==> src/rtl/regfile_write_arbiter.sv <==
// Register-file write-port arbiter.
// Three requesters share the single regfile write port:
//   - writeback (wb) has fixed highest priority,
//   - multdiv (md) and IO (io) share the remaining slots round-robin.
// A zero-sweep (r1..r31 <- 0) can be started with clear_start; while it
// runs the arbiter grants nothing and the port is driven by the sweep.
// Grants are combinational; the write itself is registered and appears on
// ctrl_writeEn/ctrl_writeReg/data_writeReg for the cycle after the grant.
module regfile_write_arbiter (
    input  logic        clock,
    input  logic        ctrl_reset,
    input  logic        req_wb,
    input  logic [4:0]  wb_reg,
    input  logic [31:0] wb_data,
    input  logic        req_md,
    input  logic [4:0]  md_reg,
    input  logic [31:0] md_data,
    input  logic        req_io,
    input  logic [4:0]  io_reg,
    input  logic [31:0] io_data,
    input  logic        clear_start,
    output logic        gnt_wb,
    output logic        gnt_md,
    output logic        gnt_io,
    output logic        ctrl_writeEn,
    output logic [4:0]  ctrl_writeReg,
    output logic [31:0] data_writeReg,
    output logic        busy
);

    typedef enum logic {
        IDLE  = 1'b0,
        SWEEP = 1'b1
    } state_t;

    localparam logic [4:0] LAST_REG = 5'd31;

    state_t      state, state_next;
    logic [4:0]  count, count_next;      // next register the sweep will clear
    logic        rr, rr_next;            // 0: md favoured, 1: io favoured
    logic        granted;
    logic        we_next;
    logic [4:0]  reg_next;
    logic [31:0] data_next;

    // Next-state, grant and write-port selection.
    always_comb begin
        // NOTE: every output of this block gets a default first so that no
        // path leaves a variable unassigned, which would infer a latch.
        state_next = state;
        count_next = count;
        rr_next    = rr;
        gnt_wb     = 1'b0;
        gnt_md     = 1'b0;
        gnt_io     = 1'b0;
        granted    = 1'b0;
        we_next    = 1'b0;
        reg_next   = ctrl_writeReg;
        data_next  = data_writeReg;

        case (state)
            IDLE: begin
                if (clear_start) begin
                    // Accepting a sweep takes the whole cycle: no grant.
                    state_next = SWEEP;
                    count_next = 5'd1;
                end else if (req_wb) begin
                    gnt_wb    = 1'b1;
                    granted   = 1'b1;
                    reg_next  = wb_reg;
                    data_next = wb_data;
                end else if (req_md && (!req_io || !rr)) begin
                    gnt_md    = 1'b1;
                    granted   = 1'b1;
                    rr_next   = 1'b1;
                    reg_next  = md_reg;
                    data_next = md_data;
                end else if (req_io) begin
                    gnt_io    = 1'b1;
                    granted   = 1'b1;
                    rr_next   = 1'b0;
                    reg_next  = io_reg;
                    data_next = io_data;
                end
                // r0 is hard-wired zero: the request is consumed but no
                // write is issued.
                we_next = granted && (reg_next != 5'd0);
            end
            SWEEP: begin
                we_next   = 1'b1;
                reg_next  = count;
                data_next = 32'd0;
                if (count == LAST_REG) begin
                    state_next = IDLE;
                    count_next = 5'd1;
                end else begin
                    count_next = count + 5'd1;
                end
            end
            default: begin
                state_next = IDLE;
            end
        endcase

        // Nothing may be granted while reset is held.
        if (ctrl_reset) begin
            gnt_wb = 1'b0;
            gnt_md = 1'b0;
            gnt_io = 1'b0;
        end
    end

    // State, round-robin pointer and registered write port.
    always_ff @(posedge clock) begin
        // NOTE: sequential state uses non-blocking assignments so every
        // register samples the pre-edge values of the others.
        if (ctrl_reset) begin
            state         <= IDLE;
            count         <= 5'd1;
            rr            <= 1'b0;
            ctrl_writeEn  <= 1'b0;
            ctrl_writeReg <= 5'd0;
            data_writeReg <= 32'd0;
        end else begin
            state         <= state_next;
            count         <= count_next;
            rr            <= rr_next;
            ctrl_writeEn  <= we_next;
            ctrl_writeReg <= reg_next;
            data_writeReg <= data_next;
        end
    end

    assign busy = (state == SWEEP);

endmodule

==> config.mk <==
export PLATFORM = sky130hd
export DESIGN_NAME = regfile_write_arbiter
export DESIGN_NICKNAME = d
export VERILOG_FILES = /design/src/rtl/regfile_write_arbiter.sv
export SDC_FILE = /design/constraint.sdc
export NUM_CORES = 1
export LEC_CHECK = 0
export BUFFER_PORTS_ARGS = -buffer_cell sky130_fd_sc_hd__buf_4
export CAP_MARGIN = 10
export CORE_AREA = 2 2 79 81
export DETAILED_ROUTE_END_ITERATION = 12
export DIE_AREA = 0 0 81 83
export GPL_TIMING_DRIVEN = 0
export PLACE_DENSITY_LB_ADDON = 0.2
export SLEW_MARGIN = 20
export SYNTH_ARGS = -nofsm -noshare
export SYNTH_HDL_FRONTEND = slang
export SYNTH_SLANG_ARGS = --single-unit
==> constraint.sdc <==
create_clock -name clock -period 3.9 [get_ports clock]
set_input_delay 0.78 -clock clock [delete_from_list [all_inputs] [get_ports clock]]
set_output_delay 0.78 -clock clock [all_outputs]
set_load 0.05 [all_outputs]
; Word-level counts from Yosys, hierarchy flattened
; Cells that the tools add are included.
[op_classes]
n_eq_ne = 4
muxes = 39
bitwise_logic = 3
n_addsub = 1
n_reduce_logical = 9
[op_table]
columns = op, count
row1 = $mux W32, 4
row2 = $pmux W32 S2, 1
row3 = $mux W5, 7
row4 = $mux W1, 23
row5 = $pmux W5 S2, 2
row6 = $add A5 B1 Y5 const B, 1
row7 = $eq A5 B5 Y1 const B, 1
row8 = $reduce_bool A5 Y1, 1
row9 = $ne A2 B2 Y1 const B, 2
row10 = $ne A4 B4 Y1 const B, 1
row11 = $pmux W1 S2, 2
row12 = $reduce_and A4 Y1, 1
row13 = $not A1 Y1, 3
row14 = $logic_and A1 B1 Y1, 2
row15 = $logic_not A1 Y1, 2
row16 = $reduce_and A2 Y1, 1
row17 = $reduce_bool A2 Y1, 1
row18 = $logic_or A1 B1 Y1, 1
[totals]
elab_cells = 62
out_inout_bits = 42
register_bits = 45
inputBits = 117

; Longest topological paths before layout
[logic_depth]
word_depth = 10
mapped_depth = 7
mapped_depth_nobuf = 7

; Worst setup path before layout
; No wires, ideal clock.
[synth_timing]
path_type = input-to-output
start = input req_wb
end = output gnt_md
arrival_ps = 2676
path_slack_ps = 444
path_buffers = 2
t_required_ps = 3120
path_stages = 3
cell_sequence = buf_2 > clkbuf_1 > nor4_1
[synth_between]
elab_chain_len = 4
[synth_rtl]
columns = item, line_no
row1 = "start, declared", 12  ; input logic req_wb,
row2 = $mux W1, 67  ; end else if (req_wb) begin
row3 = $mux W1, 63  ; if (clear_start) begin
row4 = $mux W1, 61  ; case (state)
row5 = $mux W1, 106  ; if (ctrl_reset) begin
row6 = "end, declared", 23  ; output logic gnt_md,
; Every way passes these cells.

; Final worst setup path
[layout_timing]
start = input clear_start
end = output gnt_io
[layout_between]
elab_chain_len = 3
[layout_rtl]
columns = item, line_no
row1 = "start, declared", 21  ; input logic clear_start,
row2 = $mux W1, 63
row3 = $mux W1, 61
row4 = $mux W1, 106
row5 = "end, declared", 24  ; output logic gnt_io,
; Every way passes these cells.

==> flow_summary.yaml <==
run_status:
  outcome: "completed"
routing:
  drt-total-wl_um: 8168
  via_per_inst: 5.291
  drt_iter0_markers: 143
  num_vias: 2931
  post-route-drc-count: 0
  highest_layer: "met4"
  dr_wl_met3_um: 652
  wl_met2_um: 4052
  wl_per_cell_um: 14.74
  wirelength_met1_um: 3357
  drt_pass1_iterations: 4
  drtAntennaViolNets: 0
yosys:
  synth_top_cell_area_share_pct: 35.42
  yosysTopAreaCell: "dfxtp_1"
  yosys-top-cells-area: "dfxtp_1, mux2i_1, a22oi_1"
  ys_seq_elements: 45
  synth_xor_area_share_pct: 0
  yosysSeqAreaShare_pct: 35.42
  syn-instance-count: 315
  syn-num-nets: 434
  synth_area_um2: 2544
  syn_area_per_cell_um2: 8.075
  synth_mux_area_share_pct: 12.99
  synth_top_family_by_area: "compound AO/OA/AOI/OAI gates"
  yosys_warnings: 0
  yosys.area_share.simple_pct: 18.64
  yosysUniqueCellTypes: 33
  synth_compound_area_share_pct: 26.22
  synthAdderAreaFrac_pct: 0.9838
grt:
  grt_max_degree: 14
  antenna_found_initial: 0
  grtUsageTotal_pct: 24.59
  grt_pass1_vias: 2977
  grt_pass1_wl_um: 13460
  grt-ovfl-total: 0
cts:
  cts-hold-fix-buffers: 0
  cts.repair.resized: 0
  cts_buffer_depth: 2
  clkTransAtPathRegs_ns: 0.08
  h-tree-depth: 2
  cts_tree: "yes"
  post-cts-setup-buffers: 0
  root_buffer: "clkbuf_8"
  cts_sinks: 45
  clock_latency_ns: 0.29
  numCtsBuffers: 5
placement:
  dp.cells: 546
  portBuffers: 156
  hpwlAfterDp_um: 6366
  gp_congestion: 0.8008
power:
  power_mw: 1.225
  powerDensity_nw_per_um2: 313.3
  p_leak_nw: 1.872
  max-vdd-ir-drop_mv: 0.2021
timing:
  hold_violations: 0
  post-route-min-period_ns: 2.710
  fin_crit_sh_pct: 69.49
  max_freq_ghz: 0.3690
  rsz0062_at_grt: "no"
  slew_viol_final: 0
  relSlewSlack_pct: 64.52
  worst_pin_slew_ns: 0.5323
  skew_ns: 0.003538
  setup_viol: 0
  fin_tns_setup_ns: 0
critical_path:
  critPathKind: "in2out"
  cp_cell_sequence: "buf_4, or2_1, clkbuf_1, nor2_1, and4b_1, buf_4"
  startpoint_type: "primary input"
  cp_data_required_time_ns: 3.12
  cpPeakStageDelay_ns: 0.22
  crit_top_cell: "buf_4"
  slowest_stage: "and4b_1"
  crit_path_end_kind: "primary output"
  critical_path.max_fanout: 8
  arrival_ns: 1.93
final_layout:
  syn_to_final_growth_pct: 53.71
  n_antenna_cell: 0
  drive_gt1_share_pct: 38.62
  fin_cells: 554
  layout.nets: 597
min_path:
  hp-class: "reg2reg"
floorplanning:
  die_h_um: 83
  coreArea_um2: 5816
  dieArea_um2: 6723
  die_w_um: 81
  start_util_pct: 43.74
  io_pins: 159
  rows: 28
job:
  cap_violations: 0
synth_stat cells (all sizes together):
cell type and instances:
nor2b 5, ha 2, a211oi 5, nand2b 2, clkbuf 13, buf 14, nor4 1, nor3b 5
and3 2, a21bo 1, o21ai 38, or2 1, a311oi 2, o221ai 5, a21oi 9, and2b 1
dfxtp 45, inv 1, and4b 1, a221oi 1, nand2 42, o31ai 1, a22oi 35, nor2 46
nor3 3, mux2i 33, a21boi 1
kinds of logic (layout without fill, tap and decap cells):
logic type,count (synthesis),count (layout)
AOI/OAI and AO/OA,98,98
DFF,45,45
and+or+nand+nor,109,109
adders and majority gates,2,2
muxes,33,33
buffers and inverters,28,192
cell type report:
class                           instances  area, um2
Fill cell                             488       1906
Clock buffer                            7      96.34
Inverter                                1      3.754
Tap cell                               75      93.84
Multi-Input combinational cell        242       1496
Sequential cell                        45      900.9
Timing Repair Buffer                  156       1171
Buffer                                 27      142.6
Clock inverter                          1      5.005
state kept, by name (all words and copies together) (netlist names):
register and cells:
busy 1, ctrl_writeEn 1, data_writeReg 32, rr 1
ctrl_writeReg 5, count 5
routing by layer:
layer,vias up,global-route usage (%)
met4,0,6.163
met3,9,6.196
met2,116,42.98
met5,-,0
met1,1348,29.57
li1,1458,-
critical path, delay by kind of cell:
kind                   cells  cell delay (ns)
AND/OR/NAND/NOR            3             0.63
buffers and inverters      3             0.51
metrics by stage:
step                      setup WS (ns)  util (%)  hold slack [ns]  cell area (um2)
after detailed placement          1.168     65.49           0.4718             3809
final                             1.190     67.23           0.4934             3910
after global routing              1.088     67.23           0.5055             3910
after global placement            1.221     65.49           0.4692             3809
after floorplan                  0.4436         -           0.4525             2544
after CTS                         1.171     67.23           0.4840             3910
layout by cell type, fill, tap and decap left out, types with 4 or more instances in the layout:
| master | instances |
|---|---|
| nor2_1 | 45 |
| clkbuf_1 | 13 |
| buf_6 | 4 |
| nand2_1 | 41 |
| mux2i_1 | 33 |
| clkbuf_8 | 7 |
| o21ai_1 | 35 |
| buf_4 | 156 |
| nor2b_1 | 5 |
| a211oi_1 | 5 |
| nor3b_1 | 5 |
| buf_2 | 9 |
| a22oi_1 | 35 |
| a21oi_1 | 9 |
| dfxtp_1 | 45 |
report_power, final:
group | leakage, nW | switching, mW | internal (mW)
clock | 0.0542 | 0.153 | 0.160
combinational | 1.45 | 0.230 | 0.180
sequential | 0.368 | 0.0169 | 0.486
worst paths after layout:
kind                             startpoint          endpoint  slack, ns  depth (start not counted)
worst max-delay path            clear_start            gnt_io       1.19                          6
worst min-delay path               count[3]  ctrl_writeReg[3]       0.49                          2
worst max register to register         busy  data_writeReg[3]       2.25                          6
worst min register to register     count[3]  ctrl_writeReg[3]       0.49                          2
Note: power is estimated with default switching activity, not from simulation.
